<file path="src/rtl/cpu_run_ctrl.sv">
// rtl/cpu_run_ctrl.sv - run/step/breakpoint sequencer and print buffer for the MIPS core
module cpu_run_ctrl #(
   parameter int PC_W       = 32,
   parameter int CNT_W      = 32,
   parameter int RESET_HOLD = 2
) (
   input  logic             clk,
   input  logic             rst,
   input  logic             run_btn,
   input  logic             step_btn,
   input  logic             stop_btn,
   input  logic             halt_req,
   input  logic [PC_W-1:0]  pc,
   input  logic             bp_en,
   input  logic [PC_W-1:0]  bp_addr,
   input  logic             sys_print,
   input  logic [31:0]      sys_data,
   input  logic             disp_ready,
   output logic             pc_en,
   output logic             disp_valid,
   output logic [31:0]      disp_data,
   output logic [2:0]       state,
   output logic [CNT_W-1:0] cycles,
   output logic [CNT_W-1:0] retired
);

   localparam logic [2:0] S_IDLE  = 3'd0;
   localparam logic [2:0] S_RUN   = 3'd1;
   localparam logic [2:0] S_STEP  = 3'd2;
   localparam logic [2:0] S_PAUSE = 3'd3;
   localparam logic [2:0] S_BREAK = 3'd4;
   localparam logic [2:0] S_HALT  = 3'd5;

   localparam int HOLD_W = (RESET_HOLD > 1) ? $clog2(RESET_HOLD) : 1;
   localparam logic [HOLD_W-1:0] HOLD_LAST = HOLD_W'(RESET_HOLD - 1);

   logic [2:0]       state_q, state_d;
   logic [HOLD_W-1:0] hold_q, hold_d;
   logic             run_btn_q, step_btn_q, stop_btn_q;
   logic             bp_skip_q, bp_skip_d;
   logic [PC_W-1:0]  pc_prev_q;
   logic             disp_valid_q, disp_valid_d;
   logic [31:0]      disp_data_q, disp_data_d;
   logic [CNT_W-1:0] cycles_q, cycles_d;
   logic [CNT_W-1:0] retired_q, retired_d;

   logic edge_run, edge_step, edge_stop;
   logic bp_hit, prn_stall;

   // Button edges, breakpoint match, print stall and the commit enable
   always_comb begin
      edge_run  = run_btn & ~run_btn_q;
      edge_step = step_btn & ~step_btn_q;
      edge_stop = stop_btn & ~stop_btn_q;
      bp_hit    = bp_en & (pc == bp_addr) & ~bp_skip_q;
      prn_stall = sys_print & disp_valid_q & ~disp_ready;
      // State is reset asynchronously to IDLE, so pc_en falls with reset too
      pc_en     = ((state_q == S_RUN) | (state_q == S_STEP)) & ~halt_req & ~prn_stall
                  & ~((state_q == S_RUN) & bp_hit);
   end

   // Sequencer next state; buttons only matter in RUN, PAUSE and BREAK
   always_comb begin
      state_d = state_q;
      hold_d  = hold_q;
      case (state_q)
         S_IDLE: begin
            if (hold_q == HOLD_LAST) state_d = S_RUN;
            else                     hold_d  = hold_q + 1'b1;
         end
         S_RUN: begin
            if (halt_req)       state_d = S_HALT;
            else if (bp_hit)    state_d = S_BREAK;
            else if (edge_stop) state_d = S_PAUSE;
         end
         S_STEP: begin
            if (halt_req)   state_d = S_HALT;
            else if (pc_en) state_d = S_PAUSE;
         end
         S_PAUSE, S_BREAK: begin
            if (edge_run)       state_d = S_RUN;
            else if (edge_step) state_d = S_STEP;
         end
         default: state_d = state_q;
      endcase
   end

   // Breakpoint skip lets the stopped instruction execute once after leaving BREAK
   always_comb begin
      bp_skip_d = bp_skip_q;
      if ((state_q == S_BREAK) && (state_d != S_BREAK)) bp_skip_d = 1'b1;
      else if (pc_en || (pc != pc_prev_q))              bp_skip_d = 1'b0;
   end

   // Single-entry print buffer and activity counters
   always_comb begin
      disp_valid_d = disp_valid_q;
      disp_data_d  = disp_data_q;
      if (pc_en && sys_print) begin
         disp_valid_d = 1'b1;
         disp_data_d  = sys_data;
      end else if (disp_valid_q && disp_ready) begin
         disp_valid_d = 1'b0;
      end
      cycles_d  = ((state_q != S_IDLE) && (state_q != S_HALT)) ? cycles_q + 1'b1 : cycles_q;
      retired_d = pc_en ? retired_q + 1'b1 : retired_q;
   end

   // State registers with asynchronous active-low reset
   always_ff @(posedge clk or negedge rst) begin
      if (!rst) begin
         state_q      <= S_IDLE;
         hold_q       <= '0;
         run_btn_q    <= 1'b0;
         step_btn_q   <= 1'b0;
         stop_btn_q   <= 1'b0;
         bp_skip_q    <= 1'b0;
         pc_prev_q    <= '0;
         disp_valid_q <= 1'b0;
         disp_data_q  <= '0;
         cycles_q     <= '0;
         retired_q    <= '0;
      end else begin
         state_q      <= state_d;
         hold_q       <= hold_d;
         run_btn_q    <= run_btn;
         step_btn_q   <= step_btn;
         stop_btn_q   <= stop_btn;
         bp_skip_q    <= bp_skip_d;
         pc_prev_q    <= pc;
         disp_valid_q <= disp_valid_d;
         disp_data_q  <= disp_data_d;
         cycles_q     <= cycles_d;
         retired_q    <= retired_d;
      end
   end

   assign state      = state_q;
   assign disp_valid = disp_valid_q;
   assign disp_data  = disp_data_q;
   assign cycles     = cycles_q;
   assign retired    = retired_q;

endmodule
</file>
<file path="config.mk">
export PLATFORM = sky130hd
export DESIGN_NAME = cpu_run_ctrl
export DESIGN_NICKNAME = d
export VERILOG_FILES = /design/src/rtl/cpu_run_ctrl.sv
export SDC_FILE = /design/constraint.sdc
export NUM_CORES = 1
export LEC_CHECK = 0
export CAP_MARGIN = 0
export CORE_MARGIN = 4
export CORE_UTILIZATION = 42
export DETAILED_ROUTE_END_ITERATION = 7
export GPL_ROUTABILITY_DRIVEN = 0
export PLACE_DENSITY = 0.87
export SKIP_CTS_REPAIR_TIMING = 1
export SLEW_MARGIN = 20
export SYNTH_ARGS = -nofsm -noshare
export SYNTH_HDL_FRONTEND = slang
export SYNTH_SLANG_ARGS = --single-unit
</file>
<file path="constraint.sdc">
create_clock -name clk -period 5.2 [get_ports clk]
set_input_delay 1.56 -clock clk [delete_from_list [all_inputs] [get_ports clk]]
set_output_delay 1.56 -clock clk [all_outputs]
set_load 0.02 [all_outputs]
</file>
==> results of run 1 <==
## synthesized netlist by cell type, types with 8 or more instances
cell	count
and3_1	11
clkbuf_1	8
dfrtp_1	137
inv_1	11
mux2_4	29
nand2_1	36
nand3_1	20
nand4_1	27
nor2_1	19
nor3_1	11
nor4_1	12
o21ai_0	9
xnor2_1	81
xor2_1	42
## metal layers
layer / global-route usage, % / up-vias
li1: - / 2296
met1: 24.8 / 2348
met2: 31.2 / 156
met3: 5.98 / 26
met4: 6.11 / 0
met5: 0 / -
## metrics by stage
step	setup WS, ns	instance area (µm²)	util [%]	setup TNS [ns]
6_report	-0.122	9360	64.4	-0.122
5_1_grt	-0.202	9360	64.4	-0.202
4_1_cts	-0.954	9290	63.9	-0.954
3_5_place_dp	-0.948	8760	60.3	-0.948
3_3_place_gp	-0.913	8760	60.3	-0.913
2_1_floorplan	0.0321	6250	-	0
## final cells by class
type	instances	share of cell area, %
clock buffer	24	5.15
sequential	137	36.6
multi-input combinational	356	29.4
timing repair buffer	244	25.4
clock inverter	4	0.481
inverter	11	0.441
tap	184	2.46
## power by group
part	internal, W	total, W	switching (W)
logic	0.000179	0.000311	0.000132
registers	0.00110	0.00114	0.0000401
clock network	0.000682	0.00109	0.000408
## flip-flops by register name, summed over array words and instances (netlist names)
register / flops
cycles: 32
disp_data: 32
pc_prev_q: 32
retired: 32
state: 3
bp_skip_q: 1
disp_valid: 1
hold_q: 1
run_btn_q: 1
step_btn_q: 1
stop_btn_q: 1
## worst max-delay path, delay by kind of cell
kind,cells,cell delay [ns]
and+or+nand+nor,3,1.54
buffers and inverters,2,0.25
AOI/OAI and AO/OA,1,0.22
xor gates and xnor gates,1,0.18
## kinds of logic (layout without fill, tap and decap cells)
group           after synthesis  count (layout)
compound gates               25              25
xor+xnor                    123             123
fa+ha+maj                     2               2
buf+inv                      24             283
flops                       137             137
mux                          34              34
simple gates                172             172
## path summary, 6_finish.rpt
kind                            startpoint             to  slack [ns]
worst max-delay path                pc[27]          pc_en       -0.12
worst min-delay path                hold_q         hold_q        0.46
worst max register to register   bp_skip_q   disp_data[3]        2.25
worst min register to register      hold_q         hold_q        0.46
max in group asynchronous              rst     cycles[25]        2.99
min in group asynchronous              rst  pc_prev_q[29]        1.27
==> qor.csv, run 1 <==
stage,metric,value,unit
yosys,Syn Nets,624,
layout,# diodes,0,
worst_hold_path,Hold WC Path Type,reg2reg,
sta,Slew @ Worst Pin,0.869,ns
yosys,Compound-Gate Fraction of Synth Area,2.56,%
critical_path,CP max FO,3,
layout,Final #Nets,874,
yosys,syn_area_per_cell,12.1,µm²
critical_path,Slowest cell on crit path,or4_4,
yosys,Netlist cell types,42,
sta,"Slew Viols, Final",0,
critical_path,CP Class,in2out,
status,violated checks,negative setup slack,
floorplanning,initial core utilization,43.0,%
layout,Reg area,3430,µm²
critical_path,crit start category,primary input,
route,metal2 WL,7.83,mm
yosys,top cell type's share of synthesized area,54.9,%
floorplanning,Site Rows,44,
yosys,register area share after synthesis,54.9,%
critical_path,FF-to-FF path depth,9,
yosys,number of enable flip-flop cells after synthesis,0,
floorplanning,Total Die Area,16900,µm²
yosys,Cells after Synth,517,
route,drt pass-1 iters,5,
clocking,TritonCTS Buffers,17,
floorplanning,IO Pins,206,
critical_path,"slowest stage delay, CP",0.56,ns
sta,f_max,188,MHz
critical_path,critical path data arrival time,3.76,ns
status,status,"finished, violations left",
grt,largest net degree at the start of global routing,113,
clocking,clock-pin slew on the worst setup and hold paths,0.05,ns
yosys,Post-Synth Simple-Gate Area,15.1,%
sta,RSZ-0062 raised after global routing,yes,
route,Final ANT Viol Nets,0,
sta,final hold slack,0.460,ns
place,Inst Count DP,932,
grt,initial antenna violation count,0,
grt,vias in the first global route,4978,
layout,area occupied by multi-input gates,2750,µm²
pwr,Peak supply drop,0.229,mV
sta,# setup viols final,1,
clocking,clk root buf,clkbuf_16,
grt,first-pass GRT wire length,25.2,mm
sta,Final Hold Viols,0,
route,average vias per placed instance,5.03,
route,DRC viols,0,
yosys,post-synth top area cell,dfrtp_1,
grt,grt ovf,0,
sta,Worst Clk Skew,0.00468,ns
floorplanning,Core ar.,14500,µm²
yosys,post-synthesis mux area share,7.87,%
route,DR iter-0 viols,256,
yosys,xor and xnor area share after synthesis,17.2,%
yosys,Synth Register Bits,137,
job,Max Cap Viol,0,
pwr,Pwr Density,272,nW/µm²
route,wire length per cell,16.6,µm
yosys,prevailing post-synth register cell,dfrtp_1,
floorplanning,die width,130,µm
layout,final non-filler cell total,960,
route,uppermost layer routed,met4,
clocking,CTS sink count,137,
critical_path,crit end category,output pin,
grt,total track usage,19.3,%
layout,Syn-to-layout area delta,49.7,%
sta,Slew HR,42.0,%
route,routed via count,4826,
route,Routed WL,15.9,mm
pwr,Total Power,0.00254,W
sta,Period minus WS final,5.32,ns
yosys,Synth Area in Adders,0.400,%
layout,"commonest non-fill, non-tap cell in the layout",clkdlybuf4s50_1,
yosys,Area contributors post-synth,"dfrtp_1, xnor2_1, mux2_4, xor2_1, nand4_1",
route,M1 wire length,6.73,mm
pwr,Pleak,4.20,nW
sta,fin crit share,102,%
yosys,post-synth design cell area,6250,µm²
clocking,htree depth,4,
yosys,synth warn,0,
floorplanning,Die Y-Extent,130,µm
critical_path,CP cell instances,"buf_8, xor2_4, or4bb_1, or4_1, or4_4, o21a_1, buf_6",
critical_path,"Req. time, crit path",3.64,ns
clocking,"Clk Latency, worst-skew pair",0.41,ns
layout,share of layout cells above drive strength 1,14.7,%
clocking,Clock Tree Buf Depth,2,
sta,PnR worst setup slack,-0.122,ns
yosys,Post-synth ARST share,100,%
route,met3 wire len,1.09,mm
yosys,largest family of logic cells by synthesized area,XOR/XNOR gates,
layout,fillers,1150,
worst_hold_path,hold path cells,1,
place,PortBufs,205,
clocking,CTS tree,done,
place,post-DP HPWL,11.9,mm
layout,most frequent cells in the layout,"clkdlybuf4s50_1, dfrtp_1, xnor2_1",
Power figures use the tool's default switching activity.
==> run 2: changes to the inputs <==
--- a/config.mk
+++ b/config.mk
@@ -11,6 +11,7 @@
 export DETAILED_ROUTE_END_ITERATION = 7
 export GPL_ROUTABILITY_DRIVEN = 0
 export PLACE_DENSITY = 0.87
+export SETUP_SLACK_MARGIN = 0.2
 export SKIP_CTS_REPAIR_TIMING = 1
 export SLEW_MARGIN = 20
 export SYNTH_ARGS = -nofsm -noshare
==> qor.csv, run 2 (synthesis gave the netlist of run 1 again) <==
stage,metric,value,unit,change
status,status,"finished, violations left",,
status,violated checks,negative setup slack,,
place,Inst Count DP,937,,+0.54%
layout,Final #Nets,881,,+0.80%
pwr,Pwr Density,274,nW/µm²,+0.70%
route,average vias per placed instance,4.98,,-1.0%
route,routed via count,4832,,+0.12%
critical_path,"CP delay by family, top",simple AND/OR/NAND/NOR gates,,
critical_path,WP buf/inv,2,,unchanged
pwr,Net Sw Frac,23.4,%,+0.61 points
clocking,clock-pin slew on the worst setup and hold paths,0.06,ns,about the same
pwr,Pleak,4.25,nW,+1.3%
floorplanning,Die Y-Extent,130,µm,unchanged
layout,fillers,1117,,-2.9%
sta,"Slew Viols, Final",0,,unchanged
floorplanning,Total Die Area,16900,µm²,unchanged
sta,# setup viols final,1,,unchanged
floorplanning,Core ar.,14500,µm²,unchanged
route,DR iter-0 viols,185,,-28%
place,pre-CTS WS,-0.883,ns,+0.0646 ns
pwr,clock share of power,43.4,%,+0.5 points
clocking,TritonCTS Buffers,17,,unchanged
critical_path,CP cell instances,"buf_6, xor2_2, or4b_4, or4b_1, or4_4, o21a_1, buf_6",,
sta,fin crit share,103,%,+0.65 points
job,Max Cap Viol,0,,unchanged
clocking,Clock Tree Buf Depth,2,,unchanged
pwr,Total Power,0.00258,W,+1.6%
critical_path,crit end category,output pin,,
sta,Slew HR,62.4,%,+20 points
sta,final hold slack,0.475,ns,+0.0150 ns
critical_path,Slowest cell on crit path,or4_4,,
place,post-DP HPWL,12.0,mm,+0.99%
place,PortBufs,205,,unchanged
critical_path,"slowest stage delay, CP",0.56,ns,about the same
layout,"commonest non-fill, non-tap cell in the layout",clkdlybuf4s50_1,,
sta,Final Hold Viols,0,,unchanged
sta,Worst Clk Skew,0.00788,ns,+0.00321 ns
clocking,clk root buf,clkbuf_16,,
clocking,CTS tree,done,,
route,Routed WL,16.0,mm,+0.56%
layout,share of layout cells above drive strength 1,16.5,%,+1.8 points
critical_path,crit start category,primary input,,
pwr,Peak supply drop,0.191,mV,-17%
critical_path,CP max FO,2,,-1
floorplanning,Site Rows,44,,unchanged
sta,Slew @ Worst Pin,0.564,ns,-0.306 ns
worst_hold_path,Hold WC Path Type,reg2reg,,
sta,f_max,187,MHz,-0.63%
grt,first-pass GRT wire length,25.6,mm,+1.3%
grt,largest net degree at the start of global routing,51,,-55%
layout,final non-filler cell total,971,,+1.1%
critical_path,"Req. time, crit path",3.64,ns,about the same
clocking,"Clk Latency, worst-skew pair",0.41,ns,about the same
layout,most frequent cells in the layout,"clkdlybuf4s50_1, dfrtp_1, xnor2_1",,
sta,Period minus WS final,5.36,ns,+0.0337 ns
clocking,htree depth,4,,unchanged
critical_path,critical path data arrival time,3.80,ns,+0.04 ns
clocking,CTS sink count,137,,unchanged
floorplanning,IO Pins,206,,unchanged
sta,RSZ-0062 raised after global routing,yes,,
grt,total track usage,19.4,%,+0.18 points
route,drt pass-1 iters,4,,-1
layout,Syn-to-layout area delta,51.0,%,
critical_path,CP Class,in2out,,
sta,post-route setup TNS,-0.156,ns,-0.0337 ns
sta,PnR worst setup slack,-0.156,ns,-0.0337 ns
floorplanning,die width,130,µm,unchanged
critical_path,most frequent CP cell,buf_6,,
route,wire length per cell,16.5,µm,-0.57%
layout,# diodes,0,,unchanged
pwr,sequential power share,44.2,%,-0.7 points
pwr,internal power,0.00198,W,+0.78%
route,DRC viols,0,,unchanged
pwr,power share of the combinational group,12.4,%,+0.2 points
grt,initial antenna violation count,0,,unchanged
floorplanning,initial core utilization,43.0,%,unchanged
grt,vias in the first global route,5068,,+1.8%
pwr,sw power,0.000605,W,+4.3%
route,Final ANT Viol Nets,0,,unchanged
grt,grt ovf,0,,unchanged
run 2: cell types whose count changed in the layout (fill, tap and decap cells not counted):
cell and delta:
buf_6 +3, or4_1 -1, or4b_2 +1, buf_8 -2, xnor2_2 +3, or4_4 +1
or4b_1 -1, clkinvlp_4 +2, xor2_4 -1, xor2_2 +1, buf_4 +7, xnor2_1 -3
clkinv_2 +2, clkbuf_8 -1
run 2: worst paths after layout:
kind | cells after the start | start | slack [ns] | to
hold / removal | 1 | hold_q | 0.48 | hold_q
setup reg to reg | 9 | bp_skip_q | 2.28 | disp_data[23]
hold reg to reg | 1 | hold_q | 0.48 | hold_q
min in group asynchronous | 1 | rst | 1.09 | disp_data[15]
setup / recovery | 7 | pc[25] | -0.16 | pc_en
max in group asynchronous | 2 | rst | 3.16 | pc_prev_q[18]
run 2: final cells by class:
type | count | area, µm² | area share, %
well taps | 184 | 230 | 2.44
clock inverters | 8 | 70.1 | 0.742
repair buffers | 251 | 2420 | 25.7
multi-input cells | 356 | 2770 | 29.3
flip-flops and latches | 137 | 3430 | 36.3
inverters | 11 | 41.3 | 0.437
clock buffers | 24 | 482 | 5.10
run 2: per-stage QoR:
step / area (µm²) / util, %
2_1_floorplan: 6270 / -
3_3_place_gp: 8800 / 60.6
3_5_place_dp: 8800 / 60.6
4_1_cts: 9360 / 64.4
5_1_grt: 9440 / 64.9
6_report: 9440 / 64.9
run 2: power groups by stage:
| stage | sequential (W) | combinational [W] | clock, W |
|---|---|---|---|
| finish | 0.00114 | 0.000319 | 0.00112 |
| floorplan | 0.00118 | 0.0000864 | 0 |
| detailed placement | 0.00116 | 0.000316 | 0 |
| CTS | 0.00114 | 0.000318 | 0.00115 |
| global route | 0.00115 | 0.000349 | 0.00120 |
| global placement | 0.00116 | 0.000308 | 0 |
run 2: layer usage:
| metal | part of all wire (%) | wire length (µm) | vias to the layer above | GRT usage [%] |
|---|---|---|---|---|
| met3 | 6.7 | 1080 | 21 | 5.81 |
| met1 | 41 | 6490 | 2343 | 24.2 |
| li1 | - | - | 2305 | - |
| met5 | 0 | 0 | - | 0 |
| met4 | 1.8 | 288 | 0 | 6.36 |
| met2 | 51 | 8170 | 163 | 32.6 |
